==> config.mk <==
export PLATFORM = sky130hd
export DESIGN_NAME = display_scan_controller
export DESIGN_NICKNAME = d
export VERILOG_FILES = /design/src/rtl/display_pkg.sv /design/src/rtl/scan_counter.sv /design/src/rtl/display_scan_controller.sv
export SDC_FILE = /design/constraint.sdc
export NUM_CORES = 1
export LEC_CHECK = 0
export ABC_AREA = 1
export CAP_MARGIN = 30
export CORE_ASPECT_RATIO = 1.4
export CORE_MARGIN = 2
export CORE_UTILIZATION = 50
export DETAILED_ROUTE_END_ITERATION = 7
export HOLD_SLACK_MARGIN = 0.03
export PLACE_DENSITY = 0.92
export SLEW_MARGIN = 20
export SYNTH_ARGS = -nofsm -noshare
export SYNTH_HDL_FRONTEND = slang
export SYNTH_SLANG_ARGS = --single-unit
==> constraint.sdc <==
create_clock -name clk -period 2.9 [get_ports clk]
set_clock_uncertainty 0.1 [all_clocks]
set_input_delay 0.435 -clock clk [delete_from_list [all_inputs] [get_ports clk]]
set_output_delay 0.435 -clock clk [all_outputs]
set_load 0.01 [all_outputs]
==> src/rtl/display_pkg.sv <==
// Shared types and constants for the display scan/pixel-output path.
// Optional feature macro: DISPLAY_TEST_PATTERN_EN (adds the x coordinate to
// the alignment stage so colour bars can be generated at the output).
package display_pkg;

  typedef logic [9:0] coord_t;

  typedef struct packed {
    logic [7:0] r;
    logic [7:0] g;
    logic [7:0] b;
  } rgb_t;

  // Default 640x480 @ 60 Hz timing
  localparam int DEF_H_ACTIVE = 640;
  localparam int DEF_H_FP     = 16;
  localparam int DEF_H_SYNC   = 96;
  localparam int DEF_H_BP     = 48;
  localparam int DEF_V_ACTIVE = 480;
  localparam int DEF_V_FP     = 10;
  localparam int DEF_V_SYNC   = 2;
  localparam int DEF_V_BP     = 33;

  // Colour-bar palette, left to right
  localparam rgb_t BAR_WHITE   = 24'hFFFFFF;
  localparam rgb_t BAR_YELLOW  = 24'hFFFF00;
  localparam rgb_t BAR_CYAN    = 24'h00FFFF;
  localparam rgb_t BAR_GREEN   = 24'h00FF00;
  localparam rgb_t BAR_MAGENTA = 24'hFF00FF;
  localparam rgb_t BAR_RED     = 24'hFF0000;
  localparam rgb_t BAR_BLUE    = 24'h0000FF;
  localparam rgb_t BAR_BLACK   = 24'h000000;

  // One alignment-pipeline stage; sync bits are active-low, so they sit
  // in the MSBs where the idle constant below sets them high.
  typedef struct packed {
    logic   hs_n;
    logic   vs_n;
    logic   active;
`ifdef DISPLAY_TEST_PATTERN_EN
    coord_t x;
`endif
  } stage_t;

  localparam stage_t STAGE_IDLE = stage_t'({2'b11, {($bits(stage_t) - 2){1'b0}}});

  function automatic rgb_t bar_color(input logic [2:0] idx);
    rgb_t c;
    case (idx)
      3'd0:    c = BAR_WHITE;
      3'd1:    c = BAR_YELLOW;
      3'd2:    c = BAR_CYAN;
      3'd3:    c = BAR_GREEN;
      3'd4:    c = BAR_MAGENTA;
      3'd5:    c = BAR_RED;
      3'd6:    c = BAR_BLUE;
      default: c = BAR_BLACK;
    endcase
    return c;
  endfunction

endpackage

==> src/rtl/scan_counter.sv <==
// Raster h/v counters, raw active/sync decode and line/frame start pulses.
// All state advances only on pix_en_i ticks.
module scan_counter
  import display_pkg::*;
#(
  parameter int H_ACTIVE = DEF_H_ACTIVE,
  parameter int H_FP     = DEF_H_FP,
  parameter int H_SYNC   = DEF_H_SYNC,
  parameter int H_BP     = DEF_H_BP,
  parameter int V_ACTIVE = DEF_V_ACTIVE,
  parameter int V_FP     = DEF_V_FP,
  parameter int V_SYNC   = DEF_V_SYNC,
  parameter int V_BP     = DEF_V_BP
) (
  input  logic   clk_i,
  input  logic   rst_ni,
  input  logic   pix_en_i,
  output coord_t h_cnt_o,
  output coord_t v_cnt_o,
  output logic   active_o,
  output logic   hs_n_o,
  output logic   vs_n_o,
  output logic   line_start_o,
  output logic   frame_start_o
);

  localparam coord_t H_LAST   = coord_t'(H_ACTIVE + H_FP + H_SYNC + H_BP - 1);
  localparam coord_t V_LAST   = coord_t'(V_ACTIVE + V_FP + V_SYNC + V_BP - 1);
  localparam coord_t H_ACT    = coord_t'(H_ACTIVE);
  localparam coord_t V_ACT    = coord_t'(V_ACTIVE);
  localparam coord_t HS_START = coord_t'(H_ACTIVE + H_FP);
  localparam coord_t HS_END   = coord_t'(H_ACTIVE + H_FP + H_SYNC);
  localparam coord_t VS_START = coord_t'(V_ACTIVE + V_FP);
  localparam coord_t VS_END   = coord_t'(V_ACTIVE + V_FP + V_SYNC);

  coord_t h_cnt_q, h_cnt_d, v_cnt_q, v_cnt_d;
  logic   h_wrap_s, v_wrap_s;
  logic   line_start_q, frame_start_q;

  assign h_wrap_s = (h_cnt_q == H_LAST);
  assign v_wrap_s = (v_cnt_q == V_LAST);

  // Next raster position; v steps only when h wraps
  always_comb begin
    h_cnt_d = h_wrap_s ? '0 : h_cnt_q + 10'd1;
    v_cnt_d = v_cnt_q;
    if (h_wrap_s) v_cnt_d = v_wrap_s ? '0 : v_cnt_q + 10'd1;
  end

  // Counters plus one-clk start pulses on the edge that issues h=0
  always_ff @(posedge clk_i or negedge rst_ni) begin
    if (!rst_ni) begin
      h_cnt_q       <= '0;
      v_cnt_q       <= '0;
      line_start_q  <= 1'b0;
      frame_start_q <= 1'b0;
    end else begin
      line_start_q  <= pix_en_i && h_wrap_s;
      frame_start_q <= pix_en_i && h_wrap_s && v_wrap_s;
      if (pix_en_i) begin
        h_cnt_q <= h_cnt_d;
        v_cnt_q <= v_cnt_d;
      end
    end
  end

  assign h_cnt_o       = h_cnt_q;
  assign v_cnt_o       = v_cnt_q;
  assign active_o      = (h_cnt_q < H_ACT) && (v_cnt_q < V_ACT);
  assign hs_n_o        = !((h_cnt_q >= HS_START) && (h_cnt_q < HS_END));
  assign vs_n_o        = !((v_cnt_q >= VS_START) && (v_cnt_q < VS_END));
  assign line_start_o  = line_start_q;
  assign frame_start_o = frame_start_q;

endmodule

==> src/rtl/display_scan_controller.sv <==
// Raster scan and pixel-output stage: issues disp_x/disp_y to the background
// generator, delays active/sync by PIPE_DEPTH pixel ticks and captures the
// returned colour into the panel RGB registers.
// The colour sampled on the tick a pixel enters the last stage belongs to
// that pixel, i.e. background answers PIPE_DEPTH-1 ticks after the coordinate.
// Optional feature macro: DISPLAY_TEST_PATTERN_EN (test_mode colour bars).
module display_scan_controller
  import display_pkg::*;
#(
  parameter int H_ACTIVE   = DEF_H_ACTIVE,
  parameter int H_FP       = DEF_H_FP,
  parameter int H_SYNC     = DEF_H_SYNC,
  parameter int H_BP       = DEF_H_BP,
  parameter int V_ACTIVE   = DEF_V_ACTIVE,
  parameter int V_FP       = DEF_V_FP,
  parameter int V_SYNC     = DEF_V_SYNC,
  parameter int V_BP       = DEF_V_BP,
  parameter int PIPE_DEPTH = 2
) (
  input  logic        clk,
  input  logic        reset_n,
  input  logic        pix_en,
  output logic [9:0]  disp_x,
  output logic [9:0]  disp_y,
  input  logic [23:0] color,
  input  logic        draw,
`ifdef DISPLAY_TEST_PATTERN_EN
  input  logic        test_mode,
`endif
  output logic        hsync,
  output logic        vsync,
  output logic        blank_n,
  output logic [7:0]  red,
  output logic [7:0]  green,
  output logic [7:0]  blue,
  output logic        frame_start,
  output logic        line_start
);

  coord_t h_cnt_s, v_cnt_s;
  logic   active_s, hs_n_s, vs_n_s;
  stage_t raw_s;
  stage_t stage_q [1:PIPE_DEPTH];
  logic   enter_active_s;
  rgb_t   pix_d, pix_q;
`ifdef DISPLAY_TEST_PATTERN_EN
  coord_t enter_x_s;
`endif

  scan_counter #(
    .H_ACTIVE (H_ACTIVE), .H_FP (H_FP), .H_SYNC (H_SYNC), .H_BP (H_BP),
    .V_ACTIVE (V_ACTIVE), .V_FP (V_FP), .V_SYNC (V_SYNC), .V_BP (V_BP)
  ) u_scan (
    .clk_i         (clk),
    .rst_ni        (reset_n),
    .pix_en_i      (pix_en),
    .h_cnt_o       (h_cnt_s),
    .v_cnt_o       (v_cnt_s),
    .active_o      (active_s),
    .hs_n_o        (hs_n_s),
    .vs_n_o        (vs_n_s),
    .line_start_o  (line_start),
    .frame_start_o (frame_start)
  );

  assign disp_x = h_cnt_s;
  assign disp_y = v_cnt_s;

  // Pack the raw timing of the coordinate issued this tick
  always_comb begin
    raw_s        = STAGE_IDLE;
    raw_s.active = active_s;
    raw_s.hs_n   = hs_n_s;
    raw_s.vs_n   = vs_n_s;
`ifdef DISPLAY_TEST_PATTERN_EN
    raw_s.x      = h_cnt_s;
`endif
  end

  // Stage about to enter the last pipeline slot on the next tick
  if (PIPE_DEPTH == 1) begin : g_enter_raw
    assign enter_active_s = raw_s.active;
`ifdef DISPLAY_TEST_PATTERN_EN
    assign enter_x_s      = raw_s.x;
`endif
  end else begin : g_enter_stage
    assign enter_active_s = stage_q[PIPE_DEPTH-1].active;
`ifdef DISPLAY_TEST_PATTERN_EN
    assign enter_x_s      = stage_q[PIPE_DEPTH-1].x;
`endif
  end

  // Pixel value to capture alongside the entering active bit
  always_comb begin
    pix_d = '0;
    if (enter_active_s) begin
`ifdef DISPLAY_TEST_PATTERN_EN
      if (test_mode)  pix_d = bar_color(enter_x_s[9:7]);
      else if (draw)  pix_d = color;
`else
      if (draw)       pix_d = color;
`endif
    end
  end

  // Alignment shift register and RGB capture, advancing on pix_en ticks
  always_ff @(posedge clk or negedge reset_n) begin
    if (!reset_n) begin
      for (int k = 1; k <= PIPE_DEPTH; k++) stage_q[k] <= STAGE_IDLE;
      pix_q <= '0;
    end else if (pix_en) begin
      stage_q[1] <= raw_s;
      for (int k = 2; k <= PIPE_DEPTH; k++) stage_q[k] <= stage_q[k-1];
      pix_q <= pix_d;
    end
  end

  assign hsync   = stage_q[PIPE_DEPTH].hs_n;
  assign vsync   = stage_q[PIPE_DEPTH].vs_n;
  assign blank_n = stage_q[PIPE_DEPTH].active;
  assign red     = pix_q.r;
  assign green   = pix_q.g;
  assign blue    = pix_q.b;

endmodule

==> results of run 1 <==
==> logic make-up (layout without fill, tap and decap cells) <==
group | count (synthesis) | count (layout) | share of synthesized area [%]
xor gates and xnor gates | 8 | 8 | 2.86
AOI/OAI and AO/OA | 40 | 40 | 8.90
DFF | 52 | 52 | 53.4
buffers and inverters | 34 | 111 | 5.83
and+or+nand+nor | 157 | 157 | 27.0
adders and majority gates | 4 | 4 | 2.05
==> where the power goes <==
group / internal [mW] / leakage (nW) / switching, mW
combinational: 0.267 / 0.803 / 0.269
sequential: 0.820 / 0.669 / 0.111
clock: 0.282 / 0.0614 / 0.239
==> cells in the mapped netlist, drive strengths merged (2+ instances only) <==
cell	instances
ha	4
nor2	24
dfrtp	48
dfstp	4
clkbuf	5
o21ai	34
clkinv	2
inv	22
xnor2	3
nand2	107
a21oi	3
nand3	12
xor2	5
buf	5
nand4	5
nor3	9
==> sequential cells by signal (all words and copies together) (netlist names) <==
register / count
blank_n: 1
red: 8
u_scan.frame_start_o: 1
u_scan.h_cnt_o: 10
green: 8
blue: 8
vsync: 1
hsync: 1
u_scan.v_cnt_o: 10
stage_q: 2
u_scan.line_start_o: 1
enter_active_s: 1
==> layout make-up <==
class                   count  share of cell area [%]
clock buffers               6                    2.45
inverters                  24                    2.67
flip-flops and latches     52                    38.7
well taps                  64                    2.37
multi-input cells         209                    29.5
repair buffers             79                    23.1
clock inverters             2                    1.15
==> worst max path at each step <==
stage / start / end / slack (ns) / cells past startpoint
after global placement: pix_en / u_scan.h_cnt_o[3]$_DFFE_PN0P_ / 0.71 / 4
after floorplan: u_scan.h_cnt_o[0]$_DFFE_PN0P_ / u_scan.v_cnt_o[6]$_DFFE_PN0P_ / 1.46 / 7
final: u_scan.h_cnt_o[7]$_DFFE_PN0P_ / disp_x[7] / 0.97 / 1
after detailed placement: pix_en / u_scan.v_cnt_o[5]$_DFFE_PN0P_ / 0.65 / 4
after CTS: pix_en / u_scan.v_cnt_o[9]$_DFFE_PN0P_ / 0.96 / 4
after global routing: pix_en / u_scan.v_cnt_o[3]$_DFFE_PN0P_ / 0.78 / 5
==> metrics by stage <==
step / total power, mW / hold slack, ns / util, %
final: 1.99 / 0.380 / 70.8
after floorplan: 1.18 / 0.0394 / -
after global routing: 2.09 / 0.405 / 70.8
after global placement: 1.46 / 0.341 / 68.1
after CTS: 2.00 / 0.381 / 70.8
after detailed placement: 1.48 / 0.340 / 68.1
==> layer usage <==
| metal | global-route usage, % | vias to the layer above |
|---|---|---|
| met2 | 41.1 | 74 |
| met5 | 0 | - |
| met4 | 6.67 | 0 |
| met3 | 5.19 | 10 |
| li1 | - | 1085 |
| met1 | 25.6 | 1081 |
==> repair_timing <==
item	CTS	global route
setup buffers	0	0
hold buffers	1	0
hold endpoints to repair	23	0
==> impl_metrics.ini, run 1 <==
[outcome]
status = complete, no violations

[setup_path]
rrSetupSlack_ns = 1.17
cp_slowest_cell = clkdlybuf4s50_1
rr_worst_depth = 6
crit_chain = clkdlybuf4s50_1
crit_fanout = 8
critPathArrivalTime_ns = 1.40
cp_top_family = buffers and inverters
rr_startpoint = u_scan.h_cnt_o[1]$_DFFE_PN0P_
startpoint_type = flop
max_stage_delay_ns = 0.59
r2r-end = u_scan.v_cnt_o[9]$_DFFE_PN0P_
path_class = reg2out
required_ns = 2.37
cp_num_buf_inv = 1
critPathCaptureType = output pin

[sta]
rsz0062_at_grt = false
finalHoldViolations = 0
maxSlewViolCount = 0
worst_pin_slew_ns = 0.792
finalCritPeriodShare_pct = 66.6
min_period_ns = 1.93
setup_ws_ns = 0.968
max_freq_mhz = 518
setup_tns_ns = 0
setup_viol = 0
slew_headroom_pct = 47.0

[place]
dpl_worst_slack_ns = 0.645
gp_congestion = 0.885
dp_hpwl_microns = 4190
portBuffers = 76
place_area_sq_um = 3240
dp_cells = 427

[synthesis]
synth-main-ff-cell = dfrtp_1
yosys_warnings = 0
synthArstFlopShare_pct = 100
synth_area_leaders = dfrtp_1, nand2_1, dfstp_2, o21ai_1, nor2_1
synth_area_per_cell_sq_um = 8.29
synth_top_area_share_pct = 49.1
syn-num-nets = 327
synthCells = 295
seq_area_frac_synth_pct = 53.4
synth_seq_cells = 52
yosys.cell_types.count = 29
synth_edf_count = 0
synth_area_leader_cell = dfrtp_1
netlist_area_sq_um = 2450

[hold_path]
min_to = hsync$_DFFE_PN1P_
hp-class = reg2reg
hp-start = stage_q[5]$_DFFE_PN1P_
whs_path_depth = 2

[clocking]
clk_pin_slew_ns = 0.09
cts_resized = 0
htree_levels = 2
cts_tree = done
cts.path.max_buffers = 2
clock-root-buffer = clkbuf_8
clock_sinks = 52
cts-buffers-inserted = 5
clk-insertion-delay-late_ns = 0.31

[cells_and_area]
nets = 403
regArea_sq_um = 1310
final_common_cell = nand2_1
fillCellCount = 387
num_antenna_cells = 0
drive_gt1_share_pct = 7.80
multiInputGateArea_sq_um = 997
final_area_sq_um = 3380
stdcell_count = 436
final_cell_mix = nand2_1, clkdlybuf4s50_1, dfrtp_1
area_growth_pct = 38.0

[detailed_routing]
drc_errors = 0
drtAntennaViolNets = 0
first_pass_iters = 4
routedWlPerCell_microns = 12.9
routed_wl_microns = 5640
vias = 2250
avgViaCountPerCell = 5.16
drt-met1-wl_microns = 2220
dr_wl_met2_microns = 3010
routed.top_layer = met4
route.met3.wl_microns = 330
drtIter0Drc = 72

[floorplanning]
num_rows = 30
start_util_pct = 51.3
core_sq_um = 4770
dieArea_sq_um = 5480
fp.dieH_microns = 86.8
io_pins = 77
die_x_microns = 63.1

[global_routing]
grt_pass1_vias = 2218
grt_antenna_before_repair = 0
grt_pass1_wl_microns = 9710
grt_util_all_layers_pct = 22.3
grt_overflow = 0
grt_max_degree = 32

[power]
power_leakage_nw = 1.53
power_density_nw_per_um2 = 589
vdd_ir_drop_max_mv = 0.300

[job]
max_cap_violations = 0
Note: power is estimated with default switching activity, not from simulation.
==> inputs of run 2 (changes only) <==
- CORE_UTILIZATION: 50 -> 46
- PLACE_DENSITY: 0.92 -> 0.86
- clock period: 2.9 -> 1.8 ns (I/O delays scaled with it)
==> run 2 against run 1 <==
- cell count increased by 1.6%
- routed wire length decreased by 4.0%
- critical path depth unchanged
- flip-flop and latch count unchanged
- final area is 0.93% higher
- power is 52% higher
- clock power rose by 25%
- worst setup slack worse by 0.91 ns
- hold slack worse by 0.012 ns
- register-to-register slack lost 0.91 ns
- first-iteration DRC count is 60% higher
- sequential share of layout area is 0.28 points lower
==> impl_metrics.ini, run 2 (synthesis gave the netlist of run 1 again) <==
[outcome]
status = complete, no violations

[power]
vdd_ir_drop_max_mv = 0.496
power_switching_uw = 986
power_leakage_nw = 1.54
swShare_pct = 32.5
p_seq_share_pct = 49.8
p_clk_share_pct = 21.4
power_density_nw_per_um2 = 889
p_int_mw = 2.04
p_comb_share_pct = 28.8

[floorplanning]
die_x_microns = 65.6
fp.dieH_microns = 90.3
io_pins = 77
core_sq_um = 5160
dieArea_sq_um = 5930
num_rows = 31
start_util_pct = 47.4

[cells_and_area]
final_area_sq_um = 3410
area_growth_pct = 39.3
final_cell_mix = nand2_1, clkdlybuf4s50_1, dfrtp_1
fin_util_pct = 66.0
num_antenna_cells = 0
stdcell_count = 443
nets = 408
final_common_cell = nand2_1
drive_gt1_share_pct = 9.28

[setup_path]
cp_slowest_cell = clkdlybuf4s50_1
startpoint_type = flop
max_stage_delay_ns = 0.58
crit_fanout = 7
path_class = reg2out
required_ns = 1.43
critPathCaptureType = output pin
critPathArrivalTime_ns = 1.38
cp_num_buf_inv = 1
crit_chain = clkdlybuf4s50_1
cp_top_family = buffers and inverters

[sta]
worst_pin_slew_ns = 0.519
max_freq_mhz = 573
finalHoldViolations = 0
setup_tns_ns = 0
setup_ws_ns = 0.0541
setup_viol = 0
finalCritPeriodShare_pct = 97.0
maxSlewViolCount = 0
min_period_ns = 1.75
slew_headroom_pct = 65.3
rsz0062_at_grt = false

[detailed_routing]
routed_wl_microns = 5410
drtIter0Drc = 115
first_pass_iters = 4
drtAntennaViolNets = 0
drc_errors = 0
routedWlPerCell_microns = 12.2
avgViaCountPerCell = 4.94
vias = 2190

[clocking]
clk_pin_slew_ns = 0.09
cts.path.max_buffers = 2
clock_sinks = 52
clock-root-buffer = clkbuf_8
htree_levels = 2
cts_tree = done
cts-buffers-inserted = 5
clk-insertion-delay-late_ns = 0.30

[place]
dp_hpwl_microns = 4030
gp_congestion = 0.872
dp_cells = 434
dpl_worst_slack_ns = 0.0593
place_area_sq_um = 3310
portBuffers = 76

[hold_path]
hp-class = reg2reg

[global_routing]
grt_antenna_before_repair = 0
grt_pass1_vias = 2159
grt_pass1_wl_microns = 9250
grt_overflow = 0
grt_util_all_layers_pct = 19.5
grt_max_degree = 53

[job]
max_cap_violations = 0
run 2: changes by cell type in the layout (fill, tap and decap cells not counted), sizes merged:
| cell | previous run | this run |
|---|---|---|
| buf | 3 | 8 |
| bufinv | 1 | 0 |
| clkinvlp | 0 | 1 |
run 2: area by class of cell:
class                      count  area [sq um]
clock buffer                   6          72.6
clock inverter                 2          12.5
fill                         402          1750
inverter                      24          90.1
multi-input combinational    209           997
sequential                    52          1310
tap                           66          82.6
timing repair buffer          84           843
run 2: path summary, 6_finish.rpt:
check	from	slack [ns]	end	cells after the start
max in group asynchronous	reset_n	0.93	stage_q[4]$_DFFE_PN1P_	3
max reg2reg	u_scan.h_cnt_o[1]$_DFFE_PN0P_	0.26	u_scan.h_cnt_o[3]$_DFFE_PN0P_	6
min	stage_q[5]$_DFFE_PN1P_	0.37	hsync$_DFFE_PN1P_	2
min reg2reg	stage_q[5]$_DFFE_PN1P_	0.37	hsync$_DFFE_PN1P_	2
min in group asynchronous	reset_n	0.38	blue[3]$_DFFE_PN0P_	3
max	u_scan.v_cnt_o[4]$_DFFE_PN0P_	0.05	disp_y[4]	1
run 2: per-stage QoR:
stage	power [mW]	hold WS (ns)
floorplan	1.90	-0.126
global placement	2.38	0.178
detailed placement	2.40	0.182
CTS	3.05	0.372
global route	3.20	0.395
finish	3.03	0.368
run 2: power groups by stage:
stage                     Combinational (mW)  Clock (mW)  Sequential, mW
after floorplan                        0.341           0            1.55
after detailed placement               0.882           0            1.52
after global routing                   0.963       0.706            1.53
final                                  0.873       0.649            1.51
after CTS                              0.884       0.667            1.50
after global placement                 0.861           0            1.52
run 2: repair_timing:
action	CTS	global route
gates resized for setup	0	2
buffers inserted	0	0
setup endpoints to repair	0	2
endpoints found under the hold margin	48	0
hold buffers	1	0
run 2: layer usage:
| metal | wire [microns] | vias to the layer above | global-route usage [%] |
|---|---|---|---|
| li1 | - | 1091 | - |
| met1 | 2260 | 1012 | 23.3 |
| met2 | 2760 | 81 | 34.1 |
| met3 | 332 | 6 | 5.24 |
| met4 | 55 | 0 | 4.86 |
| met5 | 0 | - | 0 |
==> inputs of run 3 (changes only) <==
- CORE_UTILIZATION: 46 -> 50
- PLACE_DENSITY: 0.86 -> 0.92
- SYNTH_HIERARCHICAL: unset -> 1
- clock period: 1.8 -> 2.2 ns (I/O delays scaled with it)
==> run 3 against run 2 <==
- final area rose by 0.92%
- sequential power fell by 21%
- core utilization rose by 4.4 points
- synthesized area rose by 3.4%
- sequential share of layout area fell by 0.42 points
- flip-flop and latch count did not move
- routed wire length rose by 2.4%
- power fell by 22%
- critical path depth did not move
- worst setup slack improved by 0.32 ns
- synthesized cell count rose by 0.34%
- clock-buffer cell count rose by 1
- critical path type unchanged
- largest cell class unchanged
==> impl_metrics.ini, run 3 <==
[sta]
slew_headroom_pct = 43.8
finalCritPeriodShare_pct = 83.0
worst_pin_slew_ns = 0.842
setup_viol = 0
max_freq_mhz = 548
maxSlewViolCount = 0
setup_tns_ns = 0
finalHoldViolations = 0
rsz0062_at_grt = false
min_period_ns = 1.83

[setup_path]
path_class = reg2out
cp_num_buf_inv = 1
rr_startpoint = u_scan/h_cnt_o[0]$_DFFE_PN0P_
rr_worst_depth = 8
setup.worst_path.end = disp_y[4]
critPathArrivalTime_ns = 1.40
startpoint_type = flop
crit_start = u_scan/v_cnt_o[4]$_DFFE_PN0P_
required_ns = 1.77
critPathCaptureType = output pin
cp.depth = 1
cp_slowest_cell = clkdlybuf4s50_1
crit_chain = clkdlybuf4s50_1
cp_top_family = buffers and inverters
max_stage_delay_ns = 0.59
r2r-end = u_scan/v_cnt_o[9]$_DFFE_PN0P_
crit_fanout = 8
rrSetupSlack_ns = 0.42

[power]
p_comb_share_pct = 27.2
swShare_pct = 31.3
power_switching_uw = 737
power_density_nw_per_um2 = 685
p_seq_share_pct = 50.8
p_clk_share_pct = 22.0
total_power_mw = 2.36
power_leakage_nw = 1.63
vdd_ir_drop_max_mv = 0.617
p_int_mw = 1.62

[cells_and_area]
area_growth_pct = 35.9
num_antenna_cells = 0
stdcell_count = 440
final_common_cell = nand2_1
final_cell_mix = nand2_1, clkdlybuf4s50_1, dfrtp_1
nets = 407
drive_gt1_share_pct = 12.0
fin_util_pct = 70.5
fillCellCount = 381

[global_routing]
grt_max_degree = 31
grt_pass1_vias = 2116
grt_pass1_wl_microns = 9400
grt_util_all_layers_pct = 20.8
grt_antenna_before_repair = 0
grt_overflow = 0

[synthesis]
synthCells = 296
synth_top_area_share_pct = 47.5
synthArstFlopShare_pct = 100
synth_common_cells = nand2_1, dfrtp_1, inv_1
synth_area_per_cell_sq_um = 8.55
seq_area_frac_synth_pct = 51.6
synth.most_common_cell = nand2_1
synth-main-ff-cell = dfrtp_1
synth_area_leader_cell = dfrtp_1
yosys_warnings = 6
syn-num-nets = 328
synth_seq_cells = 52
yosys.cell_types.count = 24
synth_edf_count = 0
netlist_area_sq_um = 2530
synth_area_leaders = dfrtp_1, nand2_1, o21ai_2, inv_1, dfstp_2

[place]
dp_hpwl_microns = 4070
gp_congestion = 0.847
portBuffers = 76
dp_cells = 431

[detailed_routing]
vias = 2141
drtAntennaViolNets = 0
avgViaCountPerCell = 4.87
routedWlPerCell_microns = 12.6
drtIter0Drc = 82
first_pass_iters = 4
routed_wl_microns = 5540
drc_errors = 0

[job]
max_cap_violations = 0

[floorplanning]
start_util_pct = 51.8
core_sq_um = 4880
num_rows = 30
io_pins = 77
dieArea_sq_um = 5650
fp.dieH_microns = 88.2
die_x_microns = 64.1

[outcome]
status = complete, no violations

[clocking]
cts-buffers-inserted = 5
cts_resized = 0
htree_levels = 2
clock-root-buffer = clkbuf_8
clk-insertion-delay-late_ns = 0.30
cts_tree = done
cts.path.max_buffers = 2
clk_pin_slew_ns = 0.10
clock_sinks = 52

[hold_path]
hp-class = reg2reg
run 3: cell types whose count changed after synthesis, sizes merged, moves of 5 or more:
cell    previous run  this run
inv               22        29
nand2            107        99
clkbuf             5         0
nor2              24        29
nand3             12        19
nor3               9         3
buf                5        10
run 3: worst min-delay path by stage:
stage	from	to	slack (ns)	cells after the start
2_1_floorplan	reset_n	blank_n$_DFFE_PN0P_	-0.07	0
3_3_place_gp	reset_n	green[3]$_DFFE_PN0P_	0.25	1
3_5_place_dp	reset_n	green[4]$_DFFE_PN0P_	0.26	1
4_1_cts	vsync$_DFFE_PN1P_	vsync$_DFFE_PN1P_	0.37	2
5_1_grt	stage_q[5]$_DFFE_PN1P_	stage_q[5]$_DFFE_PN1P_	0.39	2
6_report	vsync$_DFFE_PN1P_	vsync$_DFFE_PN1P_	0.36	2
run 3: power by group through the flow:
stage               logic [mW]  clock network (mW)  registers, mW
floorplan                0.265                   0           1.24
global placement         0.627                   0           1.21
detailed placement       0.642                   0           1.21
CTS                      0.647               0.534           1.20
global route             0.702               0.580           1.22
finish                   0.641               0.518           1.20
run 3: routing by layer:
metal	up-vias	GRT usage [%]	part of all wire, %
met4	0	5.80	0.96
met2	58	39.7	53
met5	-	0	0
met3	5	2.70	4.9
li1	1089	-	-
met1	989	24.4	41
run 3: what timing repair did:
action	in CTS	in global routing
hold buffers	1	0
hold endpoints to repair	19	0
buffers inserted	0	0
run 3: cell type report:
type / instances / area, sq um / share of cell area, %
clock buffers: 7 / 76.3 / 2.22
clock inverters: 1 / 5.00 / 0.146
inverters: 29 / 109 / 3.17
multi-input cells: 205 / 1050 / 30.4
flip-flops and latches: 52 / 1310 / 38.0
well taps: 64 / 80.1 / 2.33
repair buffers: 82 / 816 / 23.7
run 3: kinds of logic after synthesis:
| logic type | share of synthesized area (%) |
|---|---|
| fa+ha+maj | 1.98 |
| simple gates | 26.2 |
| xor+xnor | 2.77 |
| compound gates | 10.4 |
| buf+inv | 7.02 |
| flops | 51.6 |
run 3: through the flow:
step / area, sq um / worst slack [ns] / hold WS (ns)
after floorplan: 2530 / 0.716 / -0.0656
after global placement: 3350 / 0.261 / 0.250
after detailed placement: 3350 / 0.209 / 0.259
after CTS: 3440 / 0.366 / 0.366
after global routing: 3440 / 0.225 / 0.390
final: 3440 / 0.374 / 0.363
==> patch 1: new RTL, flow settings as in run 2 <==
Put a register stage on the output `green`, with the module's reset. The value now appears one clock later. The other outputs are not delayed to match.
--- a/src/rtl/display_scan_controller.sv
+++ b/src/rtl/display_scan_controller.sv
@@ -120,5 +120,11 @@
   assign blank_n = stage_q[PIPE_DEPTH].active;
   assign red     = pix_q.r;
-  assign green   = pix_q.g;
+  always_ff @(posedge clk or negedge reset_n) begin
+    if (!reset_n) begin
+      green <= '0;
+    end else begin
+      green <= pix_q.g;
+    end
+  end
   assign blue    = pix_q.b;
 
Formal check against the unedited RTL: not equivalent (Yosys sat finds a counterexample within 4 cycles, from zero or initial values and one cycle with reset_n low).
==> patch 1 against run 2 <==
Wire length increased by 14%. Non-clock buffer count grew 1. Area after synthesis rose by 15%. Sequential cell count is 8 higher. Power up 29%. Count of clock-buffer cells in the layout increased by 7. Worst setup slack gained 2.9 ps. Design area grew 12%.
==> patch 1: results (changes against run 2) <==
| Metric | Value |
|---|---|
| Outcome | finished clean |
| Dominant synthesized flop cell | dfrtp_1 |
| Largest net degree at the start of global routing | 61 (+15%) |
| DP Worst Slack | 99.3 ps (+40.0 ps) |
| Mapped Cells | 320 (+8.5%) |
| Synth Area in Compound Gates | 8.29% (-0.61 points) |
| Logic power comb | 0.000898 W (+2.9%) |
| Least-Margin Pin Slew | 307 ps (-212 ps) |
| Post-synthesis xor/xnor area fraction | 1.87% (-0.99 points) |
| First-pass GRT wire length | 10.6 mm (+14%) |
| Hold crit path type | flip-flop to flip-flop |
| Hold Buf Count CTS | 1 (unchanged) |
| Max Buffers Root-to-Sink | 2 (unchanged) |
| Top cells by count, synth | nand2_1 (107), dfrtp_1 (56), o21ai_0 (28) |
| Clock-pin slew on the worst setup and hold paths | 70 ps (-20 ps) |
| DRT Pass-1 Iters | 4 (unchanged) |
| Seq/Total Area, Yosys | 53.7% (+0.28 points) |
| Asr flop ratio synth | 100% (unchanged) |
| H-tree depth | 3 (+1) |
| Post-DP HPWL | 4.56 mm (+13%) |
| Layout cells sized above 1 | 15.2% (+5.9 points) |
| Post-synthesis adder-cell area fraction | 1.78% (-0.26 points) |
| DP Cell Count | 449 (+3.5%) |
| GRT Overall Usage | 20.0% (+0.54 points) |
| Vias in the first global route | 2340 (+8.4%) |
| Layout fillers | 471 (+17%) |
| Critical Path Max Stage Delay | approximately 570 ps |
| GP Congestion | 0.916 (+5.0%) |
| Slowest CP cell | clkdlybuf4s50_1 |
| Static Leak | 1.76 nW (+14%) |
| Root buffer cell | clkbuf_8 |
| Initial antenna violation count | 0 (unchanged) |
| Post-CTS resize count | 2 (+2) |
| Net Count, Synth | 352 (+7.6%) |
| Placed cell area | 3580 um2 (+8.3%) |
| PortBufs | 76 (unchanged) |
| Post-CTS setup buffers | 0 (unchanged) |
| Top cells by area, synth | dfrtp_1 (50%), nand2_1 (14%), o21ai_0 (5.0%), buf_4 (4.3%), dfstp_2 (3.7%) |
| Avg WL per Cell | 13.2 um (+8.5%) |
| Synth cell types | 31 (+6.9%) |
| Post-synthesis mux area share | 0% (unchanged) |
| Largest delay share family, worst path | buffers and inverters |
| Crit Path Max Fanout | 5 (-2) |
| VDD IR max | 0.754 mV (+52%) |
| CTS buffer count | 9 (+4) |
| Clk Latency, worst-skew pair | 340 ps (+40 ps) |
| Arr. time, crit path | 1370 ps |
| Initial DRC count | 127 (+10%) |
| ANT cells | 0 (unchanged) |
| Vias/cell | 4.99 (+0.92%) |
| WL final | 6.17 mm (+14%) |
| Seq. pwr | 0.00171 W (+13%) |
| Cell internal pwr | 0.00276 W (+35%) |
| Yosys Warn Count | 0 (unchanged) |
| Final Cell Area | 3830 um2 (+12%) |
| Nets | 423 (+3.7%) |
| Psw | 0.00115 W (+16%) |
[patch 1: layout make-up]
cell class / instances / area share [%]
Tap cell: 70 / 2.29
Inverter: 23 / 2.29
Multi-Input combinational cell: 212 / 27.4
Clock inverter: 3 / 1.11
Sequential cell: 60 / 39.6
Clock buffer: 13 / 4.67
Timing Repair Buffer: 85 / 22.7
[patch 1: per-layer routing]
metal	vias up	GRT usage (%)	part of all wire (%)
met5	-	0	0
met4	0	9.62	2.4
met3	15	6.22	7.0
met2	89	34.6	51
met1	1083	22.7	39
li1	1138	-	-
[patch 1: worst paths after layout]
kind	from	end	slack, ps	depth (start not counted)
setup / recovery	u_scan.v_cnt_o[0]	disp_y[0]	60	1
hold / removal	pix_q[11]	green[3]	280	0
max in group asynchronous	reset_n	hsync	940	3
setup reg to reg	u_scan.h_cnt_o[0]	u_scan.v_cnt_o[7]	270	7
min in group asynchronous	reset_n	blue[4]	360	3
hold reg to reg	pix_q[11]	green[3]	280	0
==> patch 2: new RTL, config.mk and constraints of run 2 <==
Made on the original files. Change the parameter `PIPE_DEPTH` from 2 to 4.
--- a/src/rtl/display_scan_controller.sv
+++ b/src/rtl/display_scan_controller.sv
@@ -16,5 +16,5 @@
   parameter int V_SYNC     = DEF_V_SYNC,
   parameter int V_BP       = DEF_V_BP,
-  parameter int PIPE_DEPTH = 2
+  parameter int PIPE_DEPTH = 4
 ) (
   input  logic        clk,
Behaviour: not the same (a bounded check fails within 4 cycles, from zero or initial values and one cycle with reset_n low).
==> patch 2 against run 2 <==
Wire length increased by 14%. Sequential share of layout area up 0.16 points. Power up 31%. Largest power group unchanged. Design area up 12%. Core utilization fell by 0.22 points. Area after synthesis grew 11%. Worst setup slack worse by 37 ps. Sequential cell count is 6 higher.
==> patch 2: results (changes against run 2) <==
| Metric | Value |
|---|---|
| Outcome | finished clean |
| H-tree depth | 3 (+1) |
| Hold crit path type | input pin to async pin |
| Synth cell types | 34 (+17%) |
| Clk Latency, worst-skew pair | 330 ps (+30 ps) |
| Max Buffers Root-to-Sink | 2 (unchanged) |
| Nets | 428 (+4.9%) |
| Largest net degree at the start of global routing | 59 (+11%) |
| Arr. time, crit path | 1410 ps (+30 ps) |
| Vias/cell | 5.04 (+1.9%) |
| Post-DP HPWL | 4.47 mm (+11%) |
| Seq/Total Area, Yosys | 53.9% (+0.50 points) |
| Vias in the first global route | 2286 (+5.9%) |
| Initial DRC count | 136 (+18%) |
| DRT Pass-1 Iters | 6 (+2) |
| VDD IR max | 0.508 mV (+2.6%) |
| Top cells by count, synth | nand2_1 (107), dfrtp_1 (50), o21ai_0 (20) |
| CTS buffer count | 9 (+4) |
| Avg WL per Cell | 13.0 um (+6.8%) |
| Clock-pin slew on the worst setup and hold paths | 70 ps (-20 ps) |
| Crit Path Max Fanout | 6 (-1) |
| Least-Margin Pin Slew | 321 ps (-199 ps) |
| Post-synthesis xor/xnor area fraction | 1.94% (-0.93 points) |
| GRT Overall Usage | 20.8% (+1.3 points) |
| Static Leak | 1.69 nW (+9.7%) |
| Post-synthesis adder-cell area fraction | 1.85% (-0.20 points) |
| Layout fillers | 487 (+21%) |
| DP Worst Slack | -21.3 ps (-80.5 ps) |
| Net Count, Synth | 345 (+5.5%) |
| Synth Area in Compound Gates | 8.63% (-0.27 points) |
| Top cells by area, synth | dfrtp_1 (46%), nand2_1 (15%), dfstp_2 (7.8%), o21ai_0 (3.7%), nand3_1 (3.1%) |
| First-pass GRT wire length | 10.1 mm (+9.4%) |
| GP Congestion | 0.902 (+3.5%) |
==> patch 2: cell families (layout without fill, tap and decap cells) <==
kind of cell / Yosys count / in the layout
XOR/XNOR: 6 / 6
AND/OR/NAND/NOR: 166 / 166
adder cells (fa/ha/maj): 4 / 4
flip-flops: 58 / 58
AO/OA/AOI/OAI: 43 / 43
buffers and inverters: 36 / 124
==> patch 2: area by class of cell <==
class,count,area [um2],area share [%]
Clock buffer,10,138,3.62
Clock inverter,6,90.1,2.37
Sequential cell,58,1470,38.6
Timing Repair Buffer,84,843,22.2
Tap cell,70,87.6,2.30
Inverter,24,92.6,2.43
Multi-Input combinational cell,219,1090,28.5
==> patch 2: final timing paths <==
path                                   start                 to  slack [ps]
max                        u_scan.h_cnt_o[7]          disp_x[7]          20
min                                  reset_n  u_scan.v_cnt_o[7]         360
max reg2reg                u_scan.h_cnt_o[0]  u_scan.v_cnt_o[7]         150
min reg2reg                       stage_q[5]         stage_q[5]         360
max in group asynchronous            reset_n        stage_q[11]         930
min in group clk                  stage_q[5]         stage_q[5]         360
==> patch 2: routing by layer <==
metal / routed length [um] / GRT usage, % / part of all wire [%] / vias to the layer above
met5: 0 / 0 / 0 / -
met4: 185 / 11.4 / 3.0 / 0
met3: 350 / 4.77 / 5.7 / 18
met2: 3160 / 34.1 / 51 / 80
met1: 2450 / 24.6 / 40 / 1106
li1: - / - / - / 1169
==> patch 2: stage by stage <==
step / TNS (ps) / cell area (um2) / std cells / util, %
2_1_floorplan: 0 / 2710 / 313 / -
3_3_place_gp: 0 / 3560 / 454 / 61.6
3_5_place_dp: -21.3 / 3560 / 454 / 61.6
4_1_cts: 0 / 3800 / 471 / 65.7
5_1_grt: -63.8 / 3800 / 471 / 65.8
6_report: 0 / 3800 / 471 / 65.8
==> patch 2: report_power, final <==
part	total, W	switching (W)	internal (W)
clock	0.00135	0.000531	0.000816
sequential	0.00170	0.000209	0.00149
combinational	0.000934	0.000474	0.000460
total	0.00398	0.00121	0.00277
==> patch 2: timing repair <==
action	in CTS	in global routing
hold buffers	1	0
endpoints found under the hold margin	50	0
gates resized for setup	1	4
gates cloned	0	0
setup endpoints to repair	1	4
